<file path="config.mk">
export PLATFORM = sky130hd
export DESIGN_NAME = beep_seq_flat
export DESIGN_NICKNAME = d
export VERILOG_FILES = /design/src/rtl/beep_seq_if.sv /design/src/rtl/beep_seq.sv /design/src/flat_wrapper.sv
export SDC_FILE = /design/constraint.sdc
export NUM_CORES = 1
export LEC_CHECK = 0
export CELL_PAD_IN_SITES_DETAIL_PLACEMENT = 1
export CELL_PAD_IN_SITES_GLOBAL_PLACEMENT = 2
export CORE_AREA = 4 4 75 77
export CTS_CLUSTER_DIAMETER = 80
export DETAILED_ROUTE_END_ITERATION = 6
export DIE_AREA = 0 0 79 81
export PLACE_DENSITY = 0.75
export REMOVE_ABC_BUFFERS = 1
export SYNTH_ARGS = -nofsm -noshare
export SYNTH_HDL_FRONTEND = slang
export SYNTH_SLANG_ARGS = --single-unit
</file>
<file path="constraint.sdc">
create_clock -name clk -period 3.3 [get_ports clk]
set_clock_uncertainty 0.2 [all_clocks]
set_input_delay 0.66 -clock clk [delete_from_list [all_inputs] [get_ports clk]]
set_output_delay 0.66 -clock clk [all_outputs]
set_load 0.01 [all_outputs]
</file>
<file path="src/rtl/beep_seq_if.sv">
// beep_seq_if: trigger/ack strobes in, beep/busy/pattern out.
// master drives strobes, slave is the sequencer.
interface beep_seq_if;
  logic       key_evt;
  logic       lap_evt;
  logic       alarm_evt;
  logic       ack;
  logic       beep;
  logic       busy;
  logic [1:0] pattern;

  modport master (
    output key_evt,
    output lap_evt,
    output alarm_evt,
    output ack,
    input  beep,
    input  busy,
    input  pattern
  );

  modport slave (
    input  key_evt,
    input  lap_evt,
    input  alarm_evt,
    input  ack,
    output beep,
    output busy,
    output pattern
  );
endinterface

</file>
<file path="src/rtl/beep_seq.sv">
// beep_seq: KEY/LAP/ALARM beep pattern sequencer with
// priority preemption, ack abort and ms-based timing.
module beep_seq #(
  parameter int CLK_PER_MS = 50000,
  parameter int ON_MS      = 100,
  parameter int GAP_MS     = 100,
  parameter int ALARM_REPS = 5
) (
  input logic       clk,
  input logic       rst_n,
  beep_seq_if.slave bus
);

  localparam int PRE_W =
    (CLK_PER_MS > 1) ? $clog2(CLK_PER_MS) : 1;
  localparam int MS_MAX =
    (ON_MS > GAP_MS) ? ON_MS : GAP_MS;
  localparam int MS_W =
    (MS_MAX > 1) ? $clog2(MS_MAX) : 1;

  localparam logic [PRE_W-1:0] PRE_LAST =
    PRE_W'(CLK_PER_MS - 1);
  localparam logic [MS_W-1:0] ON_LAST =
    MS_W'(ON_MS - 1);
  localparam logic [MS_W-1:0] GAP_LAST =
    MS_W'(GAP_MS - 1);
  localparam logic [3:0] REPS_ALARM =
    4'(ALARM_REPS);

  typedef enum logic [1:0] {
    IDLE = 2'd0,
    ON   = 2'd1,
    GAP  = 2'd2
  } state_t;

  state_t          state, state_n;
  logic [PRE_W-1:0] pre_q;
  logic [MS_W-1:0]  ms_q;
  logic [3:0]       reps_q, reps_n, load;
  logic [1:0]       pat_q, pat_n, trig;
  logic             clr, tick;
  logic             beep_q, busy_q;

  // Highest-priority trigger this cycle and its beep count.
  always_comb begin
    trig = 2'd0;
    if (bus.alarm_evt)    trig = 2'd3;
    else if (bus.lap_evt) trig = 2'd2;
    else if (bus.key_evt) trig = 2'd1;
    load = (trig == 2'd3) ? REPS_ALARM
                          : {2'b00, trig};
  end

  // 1 ms tick on prescaler terminal count.
  always_comb begin
    tick = (state != IDLE) && (pre_q == PRE_LAST);
  end

  // Next state; clr marks every state (re)entry.
  always_comb begin
    state_n = state;
    pat_n   = pat_q;
    reps_n  = reps_q;
    clr     = 1'b0;
    if (bus.ack) begin
      state_n = IDLE;
      pat_n   = 2'd0;
      reps_n  = 4'd0;
      clr     = 1'b1;
    end else if (trig > pat_q) begin
      state_n = ON;
      pat_n   = trig;
      reps_n  = load;
      clr     = 1'b1;
    end else begin
      unique case (state)
        ON: begin
          if (tick && ms_q == ON_LAST) begin
            reps_n = reps_q - 4'd1;
            clr    = 1'b1;
            if (reps_q == 4'd1) begin
              state_n = IDLE;
              pat_n   = 2'd0;
            end else begin
              state_n = GAP;
            end
          end
        end
        GAP: begin
          if (tick && ms_q == GAP_LAST) begin
            state_n = ON;
            clr     = 1'b1;
          end
        end
        default: begin
          state_n = state;
        end
      endcase
    end
  end

  // State, pattern and registered outputs.
  always_ff @(posedge clk or negedge rst_n) begin
    if (!rst_n) begin
      state  <= IDLE;
      pat_q  <= 2'd0;
      reps_q <= 4'd0;
      beep_q <= 1'b0;
      busy_q <= 1'b0;
    end else begin
      state  <= state_n;
      pat_q  <= pat_n;
      reps_q <= reps_n;
      beep_q <= (state_n == ON);
      busy_q <= (state_n != IDLE);
    end
  end

  // Prescaler and ms counter, cleared on entry.
  always_ff @(posedge clk or negedge rst_n) begin
    if (!rst_n) begin
      pre_q <= '0;
      ms_q  <= '0;
    end else if (clr || state == IDLE) begin
      pre_q <= '0;
      ms_q  <= '0;
    end else if (tick) begin
      pre_q <= '0;
      ms_q  <= ms_q + 1'b1;
    end else begin
      pre_q <= pre_q + 1'b1;
    end
  end

  assign bus.beep    = beep_q;
  assign bus.busy    = busy_q;
  assign bus.pattern = pat_q;

endmodule
</file>
<file path="src/flat_wrapper.sv">
// flat-port wrapper written by rule: the top's interface ports become plain ports
module beep_seq_flat 
#(
  parameter int CLK_PER_MS = 50000,
  parameter int ON_MS      = 100,
  parameter int GAP_MS     = 100,
  parameter int ALARM_REPS = 5
)
  (clk, rst_n, bus_key_evt, bus_lap_evt, bus_alarm_evt, bus_ack, bus_beep, bus_busy, bus_pattern);
  beep_seq_if bus_i ();
  input logic clk;
  input logic rst_n;
  input wire logic [$bits(bus_i.key_evt)-1:0] bus_key_evt;
  input wire logic [$bits(bus_i.lap_evt)-1:0] bus_lap_evt;
  input wire logic [$bits(bus_i.alarm_evt)-1:0] bus_alarm_evt;
  input wire logic [$bits(bus_i.ack)-1:0] bus_ack;
  output wire logic [$bits(bus_i.beep)-1:0] bus_beep;
  output wire logic [$bits(bus_i.busy)-1:0] bus_busy;
  output wire logic [$bits(bus_i.pattern)-1:0] bus_pattern;
  assign bus_i.key_evt = bus_key_evt;
  assign bus_i.lap_evt = bus_lap_evt;
  assign bus_i.alarm_evt = bus_alarm_evt;
  assign bus_i.ack = bus_ack;
  assign bus_beep = bus_i.beep;
  assign bus_busy = bus_i.busy;
  assign bus_pattern = bus_i.pattern;
  beep_seq #(.CLK_PER_MS(CLK_PER_MS), .ON_MS(ON_MS), .GAP_MS(GAP_MS), .ALARM_REPS(ALARM_REPS)) u_core (.clk(clk), .rst_n(rst_n), .bus(bus_i));
endmodule
</file>
==> run metrics, run 1 <==
post-layout worst setup margin 0.276 ns; outcome complete, no violations; number of slew-limit violations in the final report 0; end of the worst register-to-register path u_core.pre_q[10]$_DFF_PN0_; wirelength, routed 4.02 mm; Horiz. Die Dim 79 um; worst reg2reg path depth 5; global-route total usage across every layer 14.4%; total number of vias 1409; count of port buffers added during placement 9; die area 6400 sq um; GPL Wtd Cong 0.784; maximum number of pins on one net before global-route repair 34; initial antenna violation count 0; setup violation total in the final timing report 0; fraction of final layout cells sized beyond drive strength 1 7.39%; Layout fillers 599; vias in the first global route 1489; Cell Count, Final, Fillers Out 273; transition time at the pin with the least slew margin 0.558 ns; H-Tree Level Count 2; RSZ-0062 raised after global routing no; deepest clock path buffer count 2; max capacitance violation total 0; n_diodes 0; fmax 331 MHz; number of register bits inferred by synthesis 33; most common flop cell mapped by yosys sky130_fd_sc_hd__dfrtp_1; end of the worst hold path u_core.pre_q[0]$_DFF_PN0_; overall power consumption 0.957 mW; standard-cell row count 26; die height 81 um; number of cells on the worst hold path 1; fraction of registers with async set or reset after synthesis 100%; fin crit period 3.02 ns; Fin. Hold Viols 0; final period utilization 91.6%; CTS root buffer sky130_fd_sc_hd__clkbuf_8; number of iterations in the first detailed-routing pass 4; Total Nets Final 218; Yosys warning total 0; highest-count cells in the layout ignoring fill and taps 33 x sky130_fd_sc_hd__dfrtp_1, 31 x sky130_fd_sc_hd__nor2_1, 14 x sky130_fd_sc_hd__nand2_1; worst slew margin relative to its limit 62.8%; antenna-violating nets left 0; standard cell core area 5010 sq um; sequential area share after synthesis 45.5%; routed len/inst 14.7 um; most common cell after layout, fill and taps aside sky130_fd_sc_hd__dfrtp_1; buffers inserted by post-CTS timing repair 0; reg-to-reg slack, setup 0.62 ns; mean cell area of the mapped netlist 9.56 sq um; setup tns final 0 ns; DRC violations left 0; TritonCTS clock tree built; kind of capture point of the worst setup path flip-flop; clock insertion delay at the later pin of the skew report 0.28 ns; post-detailed-route via-to-cell ratio 5.16; clock transition time at the flip-flop clock pins of the worst setup and hold paths 0.06 ns; Yosys cell types 37; gr ovfl total 0; hpwl dp 3.02 mm; number of clock buffers inserted by TritonCTS 5; number of violations reported at the end of detailed-routing iteration 0 78; startpoint-to-endpoint class of the critical path input port to flip-flop; arrival time of data at the critical path endpoint 3.02 ns; LEAKAGE 0.814 nW; total I/O pin count 10; fin util 41.5%; CTS sink cnt 33; instance area at placement 1990 sq um; crit-path max FO 16; worst vdd ir 0.000160 V; Pwr Density 461 nW/um^2; wire length of the first global-routing pass 7.13 mm; cell count after placement 266; Hold Buf Count CTS 0; class of the tightest hold or removal check flip-flop to flip-flop; area of the mapped netlist 1820 sq um; crit start category input port; number of enable flip-flop cells after synthesis 0; summed area of non-filler cells in the final layout 2080 sq um; post-CTS resize count 0; area overhead of the layout relative to synthesis 14.5%; HP Start u_core.pre_q[0]$_DFF_PN0_; starting density of the core 36.2%; worst path required time 3.30 ns; Syn Inst Count 190; Setup WS pre-CTS -0.0473 ns; startpoint of the worst register-to-register path u_core.pre_q[11]$_DFF_PN0_; final worst hold slack 0.250 ns
==> area by class of cell <==
type                       instances  area, sq um  share of cell area, %
sequential                        33          826                   39.7
multi-input combinational        140          925                   44.5
inverter                          11         41.3                   1.99
tap                               70         87.6                   4.21
clock buffer                       7         86.3                   4.15
timing repair buffer              12          113                   5.42
==> cells by family after synthesis <==
logic type / count (synthesis) / synth area share [%]
simple gates: 91 / 26.7
buf+inv: 17 / 3.58
fa+ha+maj: 9 / 6.20
flops: 33 / 45.5
xor+xnor: 22 / 10.6
compound gates: 18 / 7.44
==> routing by layer <==
| metal | wire, um | share of wire, % | track usage (%) | vias to the layer above |
|---|---|---|---|---|
| li1 | - | - | - | 687 |
| met1 | 1810 | 45 | 17.8 | 698 |
| met2 | 2010 | 50 | 24.1 | 16 |
| met3 | 137 | 3.4 | 4.32 | 8 |
| met4 | 71 | 1.8 | 4.64 | 0 |
| met5 | 0 | 0 | 0 | - |
==> worst max path at each step <==
| stage | cells after the start | from | to | slack, ns |
|---|---|---|---|---|
| 2_1_floorplan | 7 | bus_alarm_evt | u_core.pre_q[10]$_DFF_PN0_ | 0.03 |
| 3_3_place_gp | 8 | bus_alarm_evt | u_core.pre_q[15]$_DFF_PN0_ | 0.07 |
| 3_5_place_dp | 8 | bus_alarm_evt | u_core.pre_q[10]$_DFF_PN0_ | -0.05 |
| 4_1_cts | 8 | bus_alarm_evt | u_core.pre_q[10]$_DFF_PN0_ | 0.24 |
| 5_1_grt | 8 | bus_alarm_evt | u_core.pre_q[10]$_DFF_PN0_ | 0.08 |
| 6_report | 8 | bus_alarm_evt | u_core.pre_q[10]$_DFF_PN0_ | 0.28 |
==> power by group <==
part	internal, mW	total (mW)	leakage, nW	switching [mW]
combinational	0.0898	0.206	0.318	0.116
sequential	0.431	0.451	0.451	0.0199
clock	0.165	0.300	0.0443	0.135
==> critical path, stage by stage <==
cell	delay (ns)
sky130_fd_sc_hd__clkdlybuf4s50_1	0.43
sky130_fd_sc_hd__or2_2	0.33
sky130_fd_sc_hd__ha_1	0.29
sky130_fd_sc_hd__nor2b_1	0.13
sky130_fd_sc_hd__o21ai_0	0.20
sky130_fd_sc_hd__nand2_1	0.16
sky130_fd_sc_hd__or3_1	0.63
sky130_fd_sc_hd__nor2_1	0.19
==> registers in the layout, summed over array words and instances (netlist names) <==
name,flops
u_core.state,2
u_core.ms_q,7
u_core.bus.pattern,2
u_core.bus.beep,1
u_core.reps_q,4
u_core.bus.busy,1
u_core.pre_q,16
==> cell usage after synthesis (2+ instances only) <==
library cell / number / area share (%)
sky130_fd_sc_hd__inv_1: 11 / 2.3
sky130_fd_sc_hd__o21ai_0: 3 / 0.83
sky130_fd_sc_hd__ha_1: 9 / 6.2
sky130_fd_sc_hd__or3_1: 2 / 0.69
sky130_fd_sc_hd__xnor2_1: 12 / 5.8
sky130_fd_sc_hd__and2_1: 4 / 1.4
sky130_fd_sc_hd__nor4_1: 3 / 1.0
sky130_fd_sc_hd__nand3_1: 7 / 1.9
sky130_fd_sc_hd__a21oi_1: 3 / 0.83
sky130_fd_sc_hd__or4_1: 2 / 0.83
sky130_fd_sc_hd__nand2_1: 14 / 2.9
sky130_fd_sc_hd__and4_1: 3 / 1.4
sky130_fd_sc_hd__nor2_1: 31 / 6.4
sky130_fd_sc_hd__and3_1: 2 / 0.69
sky130_fd_sc_hd__a211oi_1: 3 / 1.2
sky130_fd_sc_hd__or2_2: 2 / 0.69
sky130_fd_sc_hd__xor2_1: 10 / 4.8
sky130_fd_sc_hd__o2bb2ai_1: 2 / 0.97
sky130_fd_sc_hd__nor3_1: 3 / 0.83
sky130_fd_sc_hd__dfrtp_1: 33 / 45
sky130_fd_sc_hd__o211ai_1: 2 / 0.83
sky130_fd_sc_hd__clkbuf_1: 5 / 1.0
sky130_fd_sc_hd__nand4_1: 10 / 3.4
Power figures use the tool's default switching activity.
==> run 2: changes to the inputs <==
- CORE_AREA: 4 4 75 77 -> 2 2 73 75
- DIE_AREA: 0 0 79 81 -> 0 0 75 77
- clock period: 3.3 -> 3.2 ns (I/O delays scaled with it)
==> run metrics, run 2 (synthesis gave the netlist of run 1 again) <==
outcome complete, no violations; highest-count cells in the layout ignoring fill and taps 33 x sky130_fd_sc_hd__dfrtp_1, 31 x sky130_fd_sc_hd__nor2_1, 14 x sky130_fd_sc_hd__nand2_1; total I/O pin count 10 (unchanged); kind of capture point of the worst setup path flip-flop; arrival time of data at the critical path endpoint 2.96 ns (-0.06 ns); maximum number of pins on one net before global-route repair 34 (unchanged); class of the tightest hold or removal check flip-flop to flip-flop; crit-path max FO 16 (unchanged); Fin. Hold Viols 0 (unchanged); deepest clock path buffer count 2 (unchanged); wire length of the first global-routing pass 7.09 mm (-0.57%); total number of vias 1429 (+1.4%); crit start category input port; Total Nets Final 219 (+0.46%); max capacitance violation total 0 (unchanged); n_diodes 0 (unchanged); number of violations reported at the end of detailed-routing iteration 0 50 (-36%); wirelength, routed 4.11 mm (+2.2%); die area 5780 sq um (-9.8%); transition time at the pin with the least slew margin 0.547 ns (-0.0103 ns); clock transition time at the flip-flop clock pins of the worst setup and hold paths 0.07 ns (about the same); clock insertion delay at the later pin of the skew report 0.28 ns (about the same); worst vdd ir 0.000185 V (+16%); flip-flop count of the largest register, all copies and words added 16 (unchanged); CTS sink cnt 33 (unchanged); setup violation total in the final timing report 0 (unchanged); CTS root buffer sky130_fd_sc_hd__clkbuf_8; reg-to-reg slack, setup 0.47 ns (-0.15 ns); global-route total usage across every layer 16.0% (+1.6 points); worst path required time 3.20 ns (-0.10 ns); number of cells on the worst hold path 1 (unchanged); largest register by flop count u_core.pre_q; fraction of final layout cells sized beyond drive strength 1 7.84% (+0.45 points); worst slew margin relative to its limit 63.5% (+0.68 points); number of slew-limit violations in the final report 0 (unchanged); antenna-violating nets left 0 (unchanged); H-Tree Level Count 2 (unchanged); gr ovfl total 0 (unchanged); Cell Count, Final, Fillers Out 274 (+0.37%); initial antenna violation count 0 (unchanged); buffers inserted by post-CTS timing repair 0 (unchanged); vias in the first global route 1521 (+2.1%); startpoint of the worst register-to-register path u_core.pre_q[11]$_DFF_PN0_; area overhead of the layout relative to synthesis 14.9%; hpwl dp 3.02 mm (-0.19%); end of the worst hold path u_core.pre_q[0]$_DFF_PN0_; routed len/inst 15.0 um (+1.8%); count of port buffers added during placement 9 (unchanged); TritonCTS clock tree built; fin crit period 2.96 ns; Cell Int Power 0.712 mW (+3.7%); Pwr Density 480 nW/um^2 (+4.2%); Sw Ratio 28.9% (+0.55 points); HP Start u_core.pre_q[0]$_DFF_PN0_; setup tns final 0 ns (unchanged); die height 77 um (-4.9%); Sw Pwr 0.289 mW (+6.6%); cell count after placement 267 (+0.38%); GPL Wtd Cong 0.802 (+2.3%); final period utilization 92.6%; standard-cell row count 26 (unchanged); number of clock buffers inserted by TritonCTS 5 (unchanged); DRC violations left 0 (unchanged); share of power burned in combinational logic 21.8% (+0.3 points); startpoint-to-endpoint class of the critical path input port to flip-flop; most common cell after layout, fill and taps aside sky130_fd_sc_hd__dfrtp_1; post-CTS resize count 0 (unchanged); number of iterations in the first detailed-routing pass 6 (+2); fin util 41.9% (+0.42 points); sequential cell fraction of total power 46.4% (-0.7 points); Hold Buf Count CTS 0 (unchanged); RSZ-0062 raised after global routing no; post-detailed-route via-to-cell ratio 5.22 (+1.0%); registers with the highest flip-flop counts u_core.pre_q (16), u_core.ms_q (7), u_core.reps_q (4); standard cell core area 4980 sq um (-0.65%); share of total power in the clock network 31.8% (+0.4 points); fmax 338 MHz; worst reg2reg path depth 5 (unchanged); end of the worst register-to-register path u_core.pre_q[14]$_DFF_PN0_; starting density of the core 36.5% (+0.24 points); overall power consumption 1.00 mW (+4.5%); LEAKAGE 0.818 nW (+0.54%); Horiz. Die Dim 75 um (-5.1%)
==> run 2: worst max-delay path, stage by stage <==
cell and delay (ns):
sky130_fd_sc_hd__clkdlybuf4s50_1 0.43, sky130_fd_sc_hd__or2_2 0.32, sky130_fd_sc_hd__ha_1 0.29, sky130_fd_sc_hd__nor2b_1 0.13, sky130_fd_sc_hd__o21ai_0 0.22, sky130_fd_sc_hd__nand2_1 0.13, sky130_fd_sc_hd__or3_1 0.61, sky130_fd_sc_hd__nor2_1 0.19
==> run 2: worst max path at each step <==
stage                       start                    endpoint  cells after the start
floorplan           bus_alarm_evt  u_core.pre_q[10]$_DFF_PN0_                      7
global placement    bus_alarm_evt  u_core.pre_q[15]$_DFF_PN0_                      8
detailed placement  bus_alarm_evt  u_core.pre_q[14]$_DFF_PN0_                      8
CTS                 bus_alarm_evt  u_core.pre_q[14]$_DFF_PN0_                      8
global route        bus_alarm_evt   u_core.pre_q[8]$_DFF_PN0_                      8
finish              bus_alarm_evt  u_core.pre_q[14]$_DFF_PN0_                      8
==> run 2: layout make-up <==
cell class | instances | area (sq um)
clock buffers | 7 | 86.3
fillers | 586 | 2890
inverters | 11 | 41.3
multi-input cells | 140 | 925
flip-flops and latches | 33 | 826
well taps | 70 | 87.6
repair buffers | 13 | 120
==> run 2: metrics by stage <==
stage / cell area [sq um] / worst slack [ns] / hold WS, ns
floorplan: 1790 / -0.0521 / 0.144
global placement: 2000 / 0.0470 / 0.236
detailed placement: 2000 / -0.103 / 0.252
CTS: 2090 / 0.176 / 0.261
global route: 2090 / 0.0604 / 0.304
finish: 2090 / 0.238 / 0.254
==> run 2: layer usage <==
metal	vias to the layer above	track usage, %	routed length [um]
li1	687	-	-
met1	708	20.6	1850
met2	24	26.0	2070
met3	10	3.68	111
met4	0	5.18	80
met5	-	0	0
==> run 2: power groups by stage <==
| stage | clock network [mW] | logic (mW) | registers, mW |
|---|---|---|---|
| floorplan | 0 | 0.116 | 0.475 |
| global placement | 0 | 0.214 | 0.472 |
| detailed placement | 0 | 0.220 | 0.474 |
| CTS | 0.327 | 0.223 | 0.466 |
| global route | 0.348 | 0.248 | 0.469 |
| finish | 0.318 | 0.218 | 0.465 |
==> run 3: changes to the inputs <==
- REMOVE_ABC_BUFFERS: 1 -> unset
==> run metrics, run 3 (synthesis gave the netlist of run 1 again) <==
setup tns final 0 ns (unchanged); outcome complete, no violations; clock insertion delay at the later pin of the skew report 0.28 ns (about the same); deepest clock path buffer count 2 (unchanged); die height 77 um (unchanged); total number of vias 1414 (-1.0%); worst path required time 3.21 ns (about the same); crit start category input port; count of port buffers added during placement 9 (unchanged); Synth Net Count 205; number of slew-limit violations in the final report 0 (unchanged); LEAKAGE 0.832 nW (+1.7%); Cell Count, Final, Fillers Out 275 (+0.36%); initial antenna violation count 0 (unchanged); n_diodes 0 (unchanged); DRC violations left 0 (unchanged); area overhead of the layout relative to synthesis 16.3%; Total Nets Final 220 (+0.46%); fin util 42.4% (+0.50 points); max capacitance violation total 0 (unchanged); Layout fillers 595 (+1.5%); post-detailed-route via-to-cell ratio 5.14 (-1.4%); starting density of the core 36.5% (unchanged); instance area at placement 2010 sq um (+0.38%); registers with the highest flip-flop counts u_core.pre_q (16), u_core.ms_q (7), u_core.reps_q (4); Horiz. Die Dim 75 um (unchanged); highest-count cells in the layout ignoring fill and taps 33 x sky130_fd_sc_hd__dfrtp_1, 31 x sky130_fd_sc_hd__nor2_1, 14 x sky130_fd_sc_hd__nand2_1; gr ovfl total 0 (unchanged); H-Tree Level Count 2 (unchanged); largest register by flop count u_core.pre_q; CTS sink cnt 33 (unchanged); final period utilization 88.4% (-4.1 points); arrival time of data at the critical path endpoint 2.84 ns (-0.12 ns); standard cell core area 4980 sq um (unchanged); wirelength, routed 4.17 mm (+1.5%); fin crit period 2.83 ns (-0.131 ns); crit-path max FO 16 (unchanged); number of iterations in the first detailed-routing pass 4 (-2); startpoint-to-endpoint class of the critical path input port to flip-flop; buffers inserted by post-CTS timing repair 0 (unchanged); GPL Wtd Cong 0.778 (-3.0%); most common cell after layout, fill and taps aside sky130_fd_sc_hd__dfrtp_1; routed len/inst 15.2 um (+1.2%); Hold Buf Count CTS 0 (unchanged); maximum number of pins on one net before global-route repair 34 (unchanged); global-route total usage across every layer 16.0% (+0.040 points); post-layout worst setup margin 0.370 ns (+0.131 ns); flip-flop count of the largest register, all copies and words added 16 (unchanged); standard-cell row count 26 (unchanged); post-CTS resize count 0 (unchanged); summed area of non-filler cells in the final layout 2110 sq um (+1.2%); final worst hold slack 0.252 ns (-0.00209 ns); TritonCTS clock tree built; vias in the first global route 1561 (+2.6%); clock transition time at the flip-flop clock pins of the worst setup and hold paths 0.07 ns (about the same); number of clock buffers inserted by TritonCTS 5 (unchanged); worst vdd ir 0.000202 V (+9.1%); CTS root buffer sky130_fd_sc_hd__clkbuf_8; class of the tightest hold or removal check flip-flop to flip-flop; worst slew margin relative to its limit 66.5% (+3.0 points); cell count after placement 268 (+0.37%); wire length of the first global-routing pass 7.20 mm (+1.5%); Fin. Hold Viols 0 (unchanged); fmax 353 MHz (+4.6%); hpwl dp 3.14 mm (+4.0%); Pwr Density 507 nW/um^2 (+5.7%); overall power consumption 1.07 mW (+7.0%); RSZ-0062 raised after global routing no; fraction of final layout cells sized beyond drive strength 1 8.78% (+0.94 points); die area 5780 sq um (unchanged); total I/O pin count 10 (unchanged); kind of capture point of the worst setup path flip-flop; antenna-violating nets left 0 (unchanged); setup violation total in the final timing report 0 (unchanged); Setup WS pre-CTS 0.0301 ns (+0.133 ns); number of violations reported at the end of detailed-routing iteration 0 60 (+20%); transition time at the pin with the least slew margin 0.500 ns (-0.0469 ns)
==> run 3: cell count changes in the layout (fill, tap and decap cells not counted) <==
| cell | previous run | this run |
|---|---|---|
| sky130_fd_sc_hd__buf_4 | 4 | 5 |
| sky130_fd_sc_hd__bufinv_16 | 0 | 1 |
| sky130_fd_sc_hd__clkbuf_1 | 1 | 0 |
| sky130_fd_sc_hd__clkinv_2 | 0 | 1 |
| sky130_fd_sc_hd__clkbuf_8 | 6 | 5 |
==> run 3: cell type report <==
class	count	area [sq um]	area share (%)
multi-input combinational	140	925	43.8
sequential	33	826	39.1
timing repair buffer	14	128	6.05
tap	70	87.6	4.15
clock buffer	5	68.8	3.26
inverter	11	41.3	1.96
clock inverter	2	35.0	1.66
==> run 3: where the power goes <==
| group | leakage [nW] | switching (mW) | total [mW] | internal (mW) |
|---|---|---|---|---|
| sequential | 0.451 | 0.0218 | 0.466 | 0.444 |
| clock | 0.0540 | 0.153 | 0.379 | 0.226 |
| combinational | 0.327 | 0.125 | 0.225 | 0.0997 |
==> run 3: metal layers <==
layer / GRT usage, % / vias up / part of all wire (%)
met4: 4.29 / 0 / 1.2
met2: 27.4 / 12 / 51
met5: 0 / - / 0
met3: 3.94 / 6 / 2.2
met1: 19.7 / 713 / 45
li1: - / 683 / -
==> run 3: worst paths after layout <==
kind                                            from                                end  slack [ns]  cells past startpoint
max reg2reg                u_core.state[1]$_DFF_PN0_  u_core.bus.pattern[1]$_DFFE_PN0P_        0.48                      7
min                        u_core.pre_q[0]$_DFF_PN0_          u_core.pre_q[0]$_DFF_PN0_        0.25                      1
max                                    bus_alarm_evt         u_core.pre_q[10]$_DFF_PN0_        0.37                      9
min in group asynchronous                      rst_n  u_core.bus.pattern[0]$_DFFE_PN0P_        0.56                      2
min reg2reg                u_core.pre_q[0]$_DFF_PN0_          u_core.pre_q[0]$_DFF_PN0_        0.25                      1
max in group asynchronous                      rst_n          u_core.pre_q[7]$_DFF_PN0_        1.93                      2
==> run 3: critical path: stages <==
cell                              delay, ns
sky130_fd_sc_hd__clkdlybuf4s50_1       0.42
sky130_fd_sc_hd__or2_2                 0.32
sky130_fd_sc_hd__ha_1                  0.30
sky130_fd_sc_hd__nor2b_1               0.14
sky130_fd_sc_hd__o21ai_0               0.21
sky130_fd_sc_hd__nand2_1               0.13
sky130_fd_sc_hd__or3_1                 0.36
sky130_fd_sc_hd__buf_4                 0.20
sky130_fd_sc_hd__nor2_1                0.13
